## src/rtl/alu_pkg.sv

```systemverilog
// Shared constants for the ALU result-steering datapath: lane count, select
// width, lane roles and a lane-occupancy popcount helper.
package alu_pkg;

  localparam int LANES      = 4;
  localparam int SEL_W      = 2;

  localparam int LANE_ACC   = 0;
  localparam int LANE_FLAGS = 1;
  localparam int LANE_MEM   = 2;
  localparam int LANE_DBG   = 3;

  typedef logic [SEL_W-1:0] lane_sel_t;
  typedef logic [LANES-1:0] lane_vec_t;

  function automatic logic [2:0] popcount4(input lane_vec_t v);
    return 3'(v[0]) + 3'(v[1]) + 3'(v[2]) + 3'(v[3]);
  endfunction

endpackage

```

## src/rtl/demux_lane.sv

```systemverilog
// One demux lane: a single-entry holding register with a valid bit.
// The data register keeps its last word after a drain; only valid clears.
module demux_lane #(
  parameter int W = 8
) (
  input  logic         clk,
  input  logic         rst_n,
  input  logic         load,
  input  logic         drain,
  input  logic [W-1:0] d,
  output logic [W-1:0] q,
  output logic         valid
);

  always_ff @(posedge clk) begin
    if (!rst_n) begin
      q     <= '0;
      valid <= 1'b0;
    end else begin
      if (load) q <= d;
      // load wins over drain so a same-edge drain+load keeps the lane full
      valid <= load | (valid & ~drain);
    end
  end

endmodule

```

## src/rtl/demux_4x1_reg.sv

```systemverilog
// Registered 1-to-4 demultiplexer steering the ALU result stream to one of
// four consumer lanes, each with its own one-entry holding register.
module demux_4x1_reg
  import alu_pkg::*;
#(
  parameter int W = 8
) (
  input  logic             clk,
  input  logic             rst_n,
  input  logic             in_valid,
  output logic             in_ready,
  input  logic [1:0]       in_sel,
  input  logic [W-1:0]     in_data,
  output logic [3:0]       out_valid,
  input  logic [3:0]       out_ready,
  output logic [4*W-1:0]   out_data,
  output logic [2:0]       lane_busy_cnt
);

  lane_vec_t load;
  lane_vec_t drain;
  lane_vec_t nxt_valid;

  // A full lane can still accept when its consumer takes the old word this edge.
  assign in_ready = ~out_valid[in_sel] | out_ready[in_sel];

  always_comb begin
    load = '0;
    if (in_valid && in_ready) load[in_sel] = 1'b1;
  end

  assign drain     = out_valid & out_ready;
  assign nxt_valid = load | (out_valid & ~drain);

  for (genvar k = 0; k < LANES; k++) begin : g_lane
    demux_lane #(.W(W)) u_lane (
      .clk   (clk),
      .rst_n (rst_n),
      .load  (load[k]),
      .drain (drain[k]),
      .d     (in_data),
      .q     (out_data[k*W +: W]),
      .valid (out_valid[k])
    );
  end

  always_ff @(posedge clk) begin
    if (!rst_n) lane_busy_cnt <= '0;
    else        lane_busy_cnt <= popcount4(nxt_valid);
  end

endmodule

```

## config.mk

```make
export PLATFORM = sky130hd
export DESIGN_NAME = demux_4x1_reg
export DESIGN_NICKNAME = d
export VERILOG_FILES = /design/src/rtl/alu_pkg.sv /design/src/rtl/demux_lane.sv /design/src/rtl/demux_4x1_reg.sv
export SDC_FILE = /design/constraint.sdc
export NUM_CORES = 1
export LEC_CHECK = 0
export ABC_AREA = 1
export BUFFER_PORTS_ARGS = -buffer_cell sky130_fd_sc_hd__buf_2
export CORE_AREA = 10 10 134 75
export CTS_CLUSTER_DIAMETER = 30
export DETAILED_ROUTE_END_ITERATION = 7
export DIE_AREA = 0 0 144 85
export GPL_TIMING_DRIVEN = 0
export HOLD_SLACK_MARGIN = 0.05
export PLACE_DENSITY_LB_ADDON = 0.1
export RECOVER_POWER = 50
export SLEW_MARGIN = 25
export SYNTH_ARGS = -nofsm -noshare
export SYNTH_HDL_FRONTEND = slang
export SYNTH_SLANG_ARGS = --single-unit
```

## constraint.sdc

```tcl
create_clock -name clk -period 3.2 [get_ports clk]
set_clock_uncertainty 0.05 [all_clocks]
set_input_delay 0.32 -clock clk [delete_from_list [all_inputs] [get_ports clk]]
set_output_delay 0.32 -clock clk [all_outputs]
set_load 0.1 [all_outputs]
```

# Word-level counts from Yosys, hierarchy flattened
# Cells that the tools add are included.
[word_totals]
regBits = 39
in_bits = 17
output_inout_bits = 40
elab_cells = 41
[classes]
n_addsub = 3
magnitude_cmp = 2
n_mux = 7
bitwise = 18
n_reduce_logical = 2
[op_table]
columns = ["cell", "count"]
rows = [
  ["$and A4 B4 Y4", 2],
  ["$not A1 Y1", 5],
  ["$or A1 B1 Y1", 5],
  ["$and A1 B1 Y1", 4],
  ["$bmux W1 S2", 2],
  ["$mux W4", 1],
  ["$not A4 Y4", 1],
  ["$or A4 B4 Y4", 1],
  ["$add A2 B1 Y3", 1],
  ["$add A3 B1 Y3", 1],
  ["$lt A2 B3 Y1 const B", 1],
  ["$mux W1", 3],
  ["$add A1 B1 Y2", 1],
  ["$demux W1 S2", 1],
  ["$ge A2 B1 Y1 const B", 1],
  ["$logic_and A1 B1 Y1", 2],
]

# Depth between registers and ports, before layout
# Gate-level depths: netlist of run 1.
[depth]
depth_word = 10
ltp_mapped = 14
ltp_nobuf = 13

# Cells and area by module
# A second synthesis of run 1 with hierarchy kept.
[hier_totals]
cells_unflattened = 217
hier_area_um2 = 1564.0
[modules_own_cells]
columns = ["mod", "instances", "cells_each", "area_each_um2", "seq_area_each_um2"]
rows = [
  ["demux_lane", 4, 38, 304.0, 180.2],
  ["demux_4x1_reg", 1, 65, 347.8, 60.1],
]

# Worst setup path before layout of run 1
# No wires, ideal clock.
[synth_path]
kind = "input port to flip-flop"
startpoint = "input in_sel[0]"
endpoint = "register lane_busy_cnt[1]"
setup_time_ps = 109
t_arrival_ps = 2086
required_ps = 3041
slack_ps = 955
stages = 13
n_path_buf = 1
cell_sequence = "buf_6 nor2_8 nand2_1 nand2_2 nor2_4 nand2_8 nand3_4 nand2_1 fa_1 ha_1 ha_1 nand2_1 inv_1"
[synth_via]
elab_cells_between_ends = 17
cone_classes = "add/sub: 3; order compare: 2; mux: 7; bitwise: 3; reduce/logical: 2"
[synth_rtl]
columns = ["item", "line_no", "rtl"]
rows = [
  ["start, declared", "demux_4x1_reg.sv:12", "input logic [1:0] in_sel,"],
  ["parallel branches: the longest is 5 deep, another holds $lt A2 B3 Y1", "-", ""],
  ["$mux W4 (*)", "demux_4x1_reg.sv:29", "if (in_valid && in_ready) load[in_sel] = 1'b1;"],
  ["$or A4 B4 Y4 (*)", "demux_4x1_reg.sv:33", "assign nxt_valid = load | (out_valid & ~drain);"],
  ["net nxt_valid[3]", "demux_4x1_reg.sv:22", "lane_vec_t nxt_valid;"],
  ["$add A3 B1 Y3 (*)", "alu_pkg.sv:17", "return 3'(v[0]) + 3'(v[1]) + 3'(v[2]) + 3'(v[3]);"],
  ["end signal, assigned", "demux_4x1_reg.sv:49", "else lane_busy_cnt <= popcount4(nxt_valid);"],
  ["end, declared", "demux_4x1_reg.sv:17", "output logic [2:0] lane_busy_cnt"],
]
# Mark *: on every way through the listed nets, which the timed path passes. The select of a mux whose other input is x is not followed.
# A chain may end at the register's enable or synchronous reset.

# Worst setup path in the final report of run 1
[layout_path]
startpoint = "register g_lane[0].u_lane.valid"
endpoint = "register lane_busy_cnt[1]"
[layout_via]
elab_chain_len = 10
elab_cells_between_ends = 13
cone_classes = "add/sub: 3; mux: 3; bitwise: 6; reduce/logical: 1"
[layout_lines]
columns = ["item", "line_no", "rtl"]
rows = [
  ["start, declared", "demux_lane.sv:12", "output logic valid"],
  ["start signal, assigned", "demux_lane.sv:22", "valid <= load | (valid & ~drain);"],
  ["$bmux W1 S2", "demux_4x1_reg.sv:25", "assign in_ready = ~out_valid[in_sel] | out_ready[in_sel];"],
  ["$mux W1 (implied by the code)", "demux_4x1_reg.sv:25", ""],
  ["$not A1 Y1", "demux_4x1_reg.sv:25", ""],
  ["$or A1 B1 Y1", "demux_4x1_reg.sv:25", ""],
  ["$logic_and A1 B1 Y1", "demux_4x1_reg.sv:29", ""],
  ["$mux W4", "demux_4x1_reg.sv:29", ""],
  ["$or A4 B4 Y4", "demux_4x1_reg.sv:33", ""],
  ["net nxt_valid[1]", "demux_4x1_reg.sv:22", ""],
  ["$add A1 B1 Y2", "alu_pkg.sv:17", ""],
  ["$add A2 B1 Y3", "alu_pkg.sv:17", ""],
  ["$add A3 B1 Y3", "alu_pkg.sv:17", ""],
]
# The timed path passes the listed nets, and every way through them passes these cells. The select of a mux whose other input is x is not followed.

==> summary.md, run 1 <==
| Metric | Value |
|---|---|
| Status | `complete, no violations` |
| Gpl congestion | `between 0.7 and 0.8` |
| CP arrival | `2650 ps` |
| Pleak | `0.00145 uW` |
| Vias per cell | `approximately 4.0` |
| Post_cts resized | `0` |
| Syn Nets | `330` |
| Final net count | `~390` |
| Cells after synthesis | `310` |
| Setup tns final | `0 ps` |
| Synthesized area per cell | `6.74 um^2` |
| CTS buffer count | `5` |
| Internal power | `about 970 uW` |
| Combinational Power Share | `0.254` |
| Max-slew violations | `0` |
| Final hold violation count | `0` |
| Routed via count | `around 1.9k` |
| ANT nets after route | `0` |
| Worst-path maximum fanout | `10` |
| Cell area after synthesis | `2090 um^2` |
| Sinks on the clock net | `39` |
| Worst-Margin Slew | `1190 ps` |
| Row cnt | `23` |
| Final period util | `0.786` |
| Mux cell area share after synthesis | `0` |
| Final setup fails | `0` |
| Routed len/inst | `12.9 um` |
| Starting Density | `0.270` |
| Initial DRC count | `76` |
| Share of power burned in registers | `0.353` |
| Net Sw Frac | `0.347` |
| Final Critical Period | `2510 ps` |
| Global-route wire length before repair | `slightly below 10000 um` |
| Die span in y | `85 um` |
| Post-CTS setup buffers | `0` |
| Xor/xnor share of the synthesized area | `0` |
| Root buf cell | `clkbuf_16` |
| Area added between synthesis and finish | `23.8%` |
| GR Util met3 | `0.0462` |
| Fillers | `about 870` |
| Most common cell after layout, fill and taps aside | `nand2_1` |
| H-Tree Depth | `2` |
| GRT Total Usage | `0.101` |
| Largest net degree at the start of global routing | `13` |
| Detailed placement HPWL | `4780 um` |
| Post-synth cell types | `22` |
| Clock Latency Late Sink | `between 200 and 300 ps` |
| IO Pins | `57` |
| Core area | `about 7700 um^2` |
| Peak VDD IR | `0.000204 V` |
| DRC | `0` |
| Clock power share | `0.394` |
| Global Route met1 Usage | `0.144` |
| Clock Pin Slew Worst Setup and Hold Paths | `60 ps` |
| M2 GR Usage | `0.134` |
| Max cap viols | `0` |
| DP Area | `2470 um^2` |
| Simple-gate share of the synthesized area | `0.389` |
| Synthesized-area fraction occupied by adder cells | `0.0216` |
| Port bufs | `52` |
| Antenna cell count | `0` |
| Die area | `12200 um^2` |
| RSZ-0062 raised after global routing | `no` |
| DR pass1 iterations | `4` |
| Main combinational cell family by area after synthesis | `simple AND/OR/NAND/NOR gates` |
| Startpoint types | `register` |
| Setup CP Type | `reg2reg` |
| F_max | `just under 400 MHz` |
| Min-Delay Path Class | `in2reg` |
| Grt ovf | `0` |
| CP endpoint kind | `register` |
| TritonCTS clock tree | `built` |
| Cells after DPL | `462` |
| WP data required | `3330 ps` |
| Vias in the first global route | `1926` |
| Most frequent cells in the layout | `nand2_1, inv_1, buf_2` |
| Flop and latch count out of synthesis | `39` |
| Pwr/cell area | `~580 nW/um^2` |
| Compound-Gate Fraction of Synth Area | `0.00958` |
| Synth warnings | `0` |
| Non-filler cells, final | `470` |
| Post-synthesis sequential area ratio | `0.374` |
| Chip width | `roughly 140 um` |
| Hold buffer count at cts | `0` |
| Final WL | `6060 um` |
| Slew HR | `0.212` |
| Clock Path Buffers | `2` |
| Initial antenna violation count | `0` |
| Psw | `517 uW` |
| Fraction of layout cells with a size suffix above 1 | `0.200` |
| GR peak layer | `met1` |
| Design area | `2590 um^2` |
==> routing by layer <==
layer	vias to the layer above	routed length [um]
met1	802	3400
met2	39	2170
met5	-	0
li1	1033	-
met3	4	453
met4	0	38
==> cells by family after synthesis <==
family                   after synthesis
AO/OA/AOI/OAI                          4
adder cells (fa/ha/maj)                3
buffers and inverters                100
flip-flops                            39
AND/OR/NAND/NOR                      164
==> cell type report <==
class / instances / area, um^2 / area share
multi-input combinational: 171 / 825 / 0.319
sequential: 39 / 781 / 0.302
inverter: 83 / 312 / 0.120
timing repair buffer: 52 / 250 / 0.0968
clock buffer: 6 / 139 / 0.0537
tap: 100 / 125 / 0.0484
buffer: 17 / 120 / 0.0464
clock inverter: 2 / 35.0 / 0.0135
==> power by group through the flow <==
stage	combinational (uW)	sequential [uW]	clock [uW]
3_3_place_gp	386	535	0
6_report	378	525	586
2_1_floorplan	143	710	0
5_1_grt	408	528	632
3_5_place_dp	386	536	0
4_1_cts	388	525	602
==> per-stage QoR <==
| stage | hold WS, ps | utilization | total power, uW | setup WS (ps) |
|---|---|---|---|---|
| floorplan | 429 | - | 853 | 955 |
| global placement | 445 | 0.320 | 921 | 744 |
| detailed placement | 449 | 0.320 | 922 | 750 |
| CTS | 284 | 0.342 | 1510 | 945 |
| global route | 310 | 0.334 | 1570 | 461 |
| finish | 281 | 0.334 | 1490 | 686 |
==> path summary, 6_finish.rpt <==
check / start / to / slack, ps / depth (start not counted)
worst max-delay path: g_lane[0].u_lane.valid / lane_busy_cnt[1] / 690 / 12
worst min-delay path: out_ready[0] / g_lane[0].u_lane.valid / 280 / 4
worst max register to register: g_lane[0].u_lane.valid / lane_busy_cnt[1] / 690 / 12
worst min register to register: g_lane[1].u_lane.q[4] / g_lane[1].u_lane.q[4] / 460 / 4
==> cell usage after synthesis <==
| cell | instances | area share |
|---|---|---|
| nor2_8 | 1 | 0.0096 |
| nor2_1 | 32 | 0.057 |
| nand3_4 | 4 | 0.034 |
| nand4_1 | 32 | 0.096 |
| nor2_4 | 1 | 0.0054 |
| fa_1 | 1 | 0.0096 |
| inv_1 | 80 | 0.14 |
| ha_1 | 2 | 0.012 |
| nand3_2 | 1 | 0.0048 |
| nor2_2 | 2 | 0.0060 |
| clkinv_1 | 1 | 0.0018 |
| nand2_2 | 3 | 0.0090 |
| clkbuf_1 | 5 | 0.0090 |
| nand3_1 | 2 | 0.0048 |
| buf_4 | 4 | 0.014 |
| buf_2 | 3 | 0.0072 |
| a21oi_1 | 4 | 0.0096 |
| buf_6 | 5 | 0.027 |
| dfxtp_1 | 39 | 0.37 |
| inv_2 | 2 | 0.0036 |
| nand2_8 | 1 | 0.0096 |
| nand2_1 | 85 | 0.15 |
==> worst max-delay path, stage by stage, from the launching register on <==
cell and delay, ps:
dfxtp_1 340, nand2_1 70, nand2_1 50, nand2_1 50, nand2_1 120, nand2_8 140
nand3_1 340, nand2_1 210, fa_1 430, ha_1 210, ha_1 280, nand2_1 90
inv_1 40
==> flip-flops by register name, indices dropped and copies added (netlist names) <==
register / cells
lane_busy_cnt: 3
g_lane.u_lane.valid: 4
g_lane.u_lane.q: 32
Power figures use the tool's default switching activity.
==> run 2: changes to the inputs <==
- clock period: 3.2 -> 2.08 ns (I/O delays scaled with it)
==> run 2 against run 1 <==
- worst hold slack lost 110 ps
- total power increased by 46%
- final cell count up 1.9%
- sequential cell count unchanged
- maximum frequency increased by 26%
- core utilization up 1.3 points
- sequential share of layout area decreased by 0.97 points
- sequential power rose by 54%
- design area rose by 4.0%
- wire length rose by 0.59%
- register-to-register slack worse by 600 ps
- first-iteration DRC count is 110% higher
- highest routed layer unchanged
==> summary.md, run 2 (synthesized netlist as in run 1, its figures left out) <==
| Metric | Value |
|---|---|
| Startpoint types | `register (unchanged)` |
| Setup CP Type | `reg2reg (unchanged)` |
| Initial antenna violation count | `0 (unchanged)` |
| Final setup fails | `0 (unchanged)` |
| Clock Pin Slew Worst Setup and Hold Paths | `60 ps (about the same)` |
| Clock Path Buffers | `2 (unchanged)` |
| Regs by FF count | `g_lane.u_lane.q: 32 flops, g_lane.u_lane.valid: 4 flops, lane_busy_cnt: 3 flops (unchanged)` |
| Peak VDD IR | `0.000321 V (was 0.000204 V)` |
| TritonCTS clock tree | `built (unchanged)` |
| Worst path bufs/invs | `1 (unchanged)` |
| Sinks on the clock net | `39 (unchanged)` |
| IO Pins | `57 (unchanged)` |
| M1 WL | `3340 um (was 3400 um)` |
| Non-filler cells, final | `479 (was 470)` |
| PnR worst setup slack | `86.4 ps (was 686 ps)` |
| Worst-path maximum fanout | `6 (was 10)` |
| Pwr/cell area | `806 nW/um^2 (was 575 nW/um^2)` |
| Global-route wire length before repair | `10100 um (was 9870 um)` |
| Worst path cell trace | `nand2_2 > nand2_1 > nand2_1 > nand2_2 > nand2_8 > nand3_4 > nand2_2 > fa_1 > ha_2 > ha_4 > nand2_2 > inv_1 (was nand2_1 > nand2_1 > nand2_1 > nand2_1 > nand2_8 > nand3_1 > nand2_1 > fa_1 > ha_1 > ha_1 > nand2_1 > inv_1)` |
| Min-Delay Path Class | `in2reg (unchanged)` |
| Grt ovf | `0 (unchanged)` |
| Detailed placement HPWL | `4750 um (was 4780 um)` |
| Worst path max stage delay | `540 ps (was 430 ps)` |
| Port bufs | `52 (unchanged)` |
| Final net count | `399 (was 389)` |
| Final period util | `0.958 (was 0.786)` |
| Antenna cell count | `0 (unchanged)` |
| H-Tree Depth | `2 (unchanged)` |
| Met3 wire length | `400 um (was 453 um)` |
| RSZ-0062 raised after global routing | `yes (was no)` |
| DR top layer | `met4 (unchanged)` |
| Status | `complete, no violations (unchanged)` |
| Vias per cell | `4.05 (was 4.00)` |
| WP data required | `2210 ps (was 3330 ps)` |
| CTS buffer count | `5 (unchanged)` |
| Slew HR | `0.201 (was 0.212)` |
| Fraction of layout cells with a size suffix above 1 | `0.190 (was 0.200)` |
| Most frequent cells in the layout | `inv_1, nand2_1, clkbuf_1 (was nand2_1, inv_1, buf_2)` |
| Final WL | `6100 um (was 6060 um)` |
| Routed len/inst | `12.7 um (was 12.9 um)` |
| Largest net degree at the start of global routing | `12 (was 13)` |
| Vias in the first global route | `1927 (was 1926)` |
| Max reg flops | `32 (unchanged)` |
| DR pass1 iterations | `4 (unchanged)` |
| F_max | `502 MHz (was 398 MHz)` |
| CP dominant cell by count | `nand2_2 (was nand2_1)` |
| DP Area | `2510 um^2 (was 2470 um^2)` |
| Max cap viols | `0 (unchanged)` |
| Clock Latency Late Sink | `280 ps (about the same)` |
| GRT Total Usage | `0.104 (was 0.101)` |
| Top delay family on crit path | `adder cells (was simple AND/OR/NAND/NOR gates)` |
| Final Critical Period | `1990 ps (was 2510 ps)` |
| Core area | `7740 um^2 (unchanged)` |
| Pleak | `0.00138 uW (was 0.00145 uW)` |
| Worst-Margin Slew | `1200 ps (was 1190 ps)` |
| Chip width | `144 um (unchanged)` |
| Row cnt | `23 (unchanged)` |
| Gpl congestion | `0.745 (about the same)` |
| ANT nets after route | `0 (unchanged)` |
| Starting Density | `0.270 (unchanged)` |
| Die span in y | `85 um (unchanged)` |
| Root buf cell | `clkbuf_16 (unchanged)` |
| Biggest register | `g_lane.u_lane.q (unchanged)` |
| Routed via count | `1941 (was 1878)` |
| Most common cell after layout, fill and taps aside | `inv_1 (was nand2_1)` |
| Area added between synthesis and finish | `28.7% (was 23.8%)` |
| DR WL met2 | `2310 um (was 2170 um)` |
| CP endpoint kind | `register (unchanged)` |
| CP arrival | `2130 ps (was 2650 ps)` |
| Final hold violation count | `0 (unchanged)` |
| Initial DRC count | `163 (was 76)` |
| Max-slew violations | `0 (unchanged)` |
| Cells after DPL | `462 (unchanged)` |
| Dpl ws | `-167 ps (was 750 ps)` |
| Post-Route Utilization | `0.347 (was 0.334)` |
| Die area | `12200 um^2 (unchanged)` |
| Design area | `2690 um^2 (was 2590 um^2)` |
| DRC | `0 (unchanged)` |
| CP max stage cell | `fa_1 (unchanged)` |
run 2: tightest hold or removal path, cell delays in order:
cell and delay [ps]:
buf_2 100, inv_1 40, nand2_1 60, a21oi_1 60
run 2: metrics by stage:
stage	setup TNS, ps	hold WS [ps]	power [uW]
after global routing	-15.8	195	2300
after detailed placement	-331	448	1420
final	0	166	2170
after global placement	-353	446	1420
after floorplan	0	344	1320
after CTS	0	170	2210
run 2: power breakdown:
part | switching [uW] | internal (uW) | total, uW
registers | 18.8 | 789 | 808
logic | 482 | 118 | 600
clock network | 293 | 468 | 760
total | 794 | 1370 | 2170
run 2: area by class of cell:
cell class              count  area (um^2)
plain buffers              17          129
clock buffers               6          139
clock inverters             1         5.00
fillers                   892         5050
inverters                  83          312
multi-input cells         171          910
flip-flops and latches     39          786
well taps                 100          125
repair buffers             62          284
run 2: metal layers:
| layer | global-route usage | up-vias |
|---|---|---|
| li1 | - | 1055 |
| met1 | 0.147 | 838 |
| met2 | 0.142 | 41 |
| met3 | 0.0428 | 7 |
| met4 | 0.0249 | 0 |
| met5 | 0 | - |
run 2: final timing paths:
| path | to | slack, ps | start | depth (start not counted) |
|---|---|---|---|---|
| worst min-delay path | g_lane[2].u_lane.valid | 170 | out_ready[2] | 4 |
| worst max-delay path | lane_busy_cnt[1] | 90 | g_lane[0].u_lane.valid | 12 |
| worst min register to register | g_lane[2].u_lane.valid | 440 | g_lane[2].u_lane.valid | 2 |
| worst max register to register | lane_busy_cnt[1] | 90 | g_lane[0].u_lane.valid | 12 |
run 2: repair_timing:
item	CTS	global route
hold buffers	0	0
setup buffers	3	7
setup endpoints to repair	1	3
gates resized for setup	0	7
pin swaps	0	7
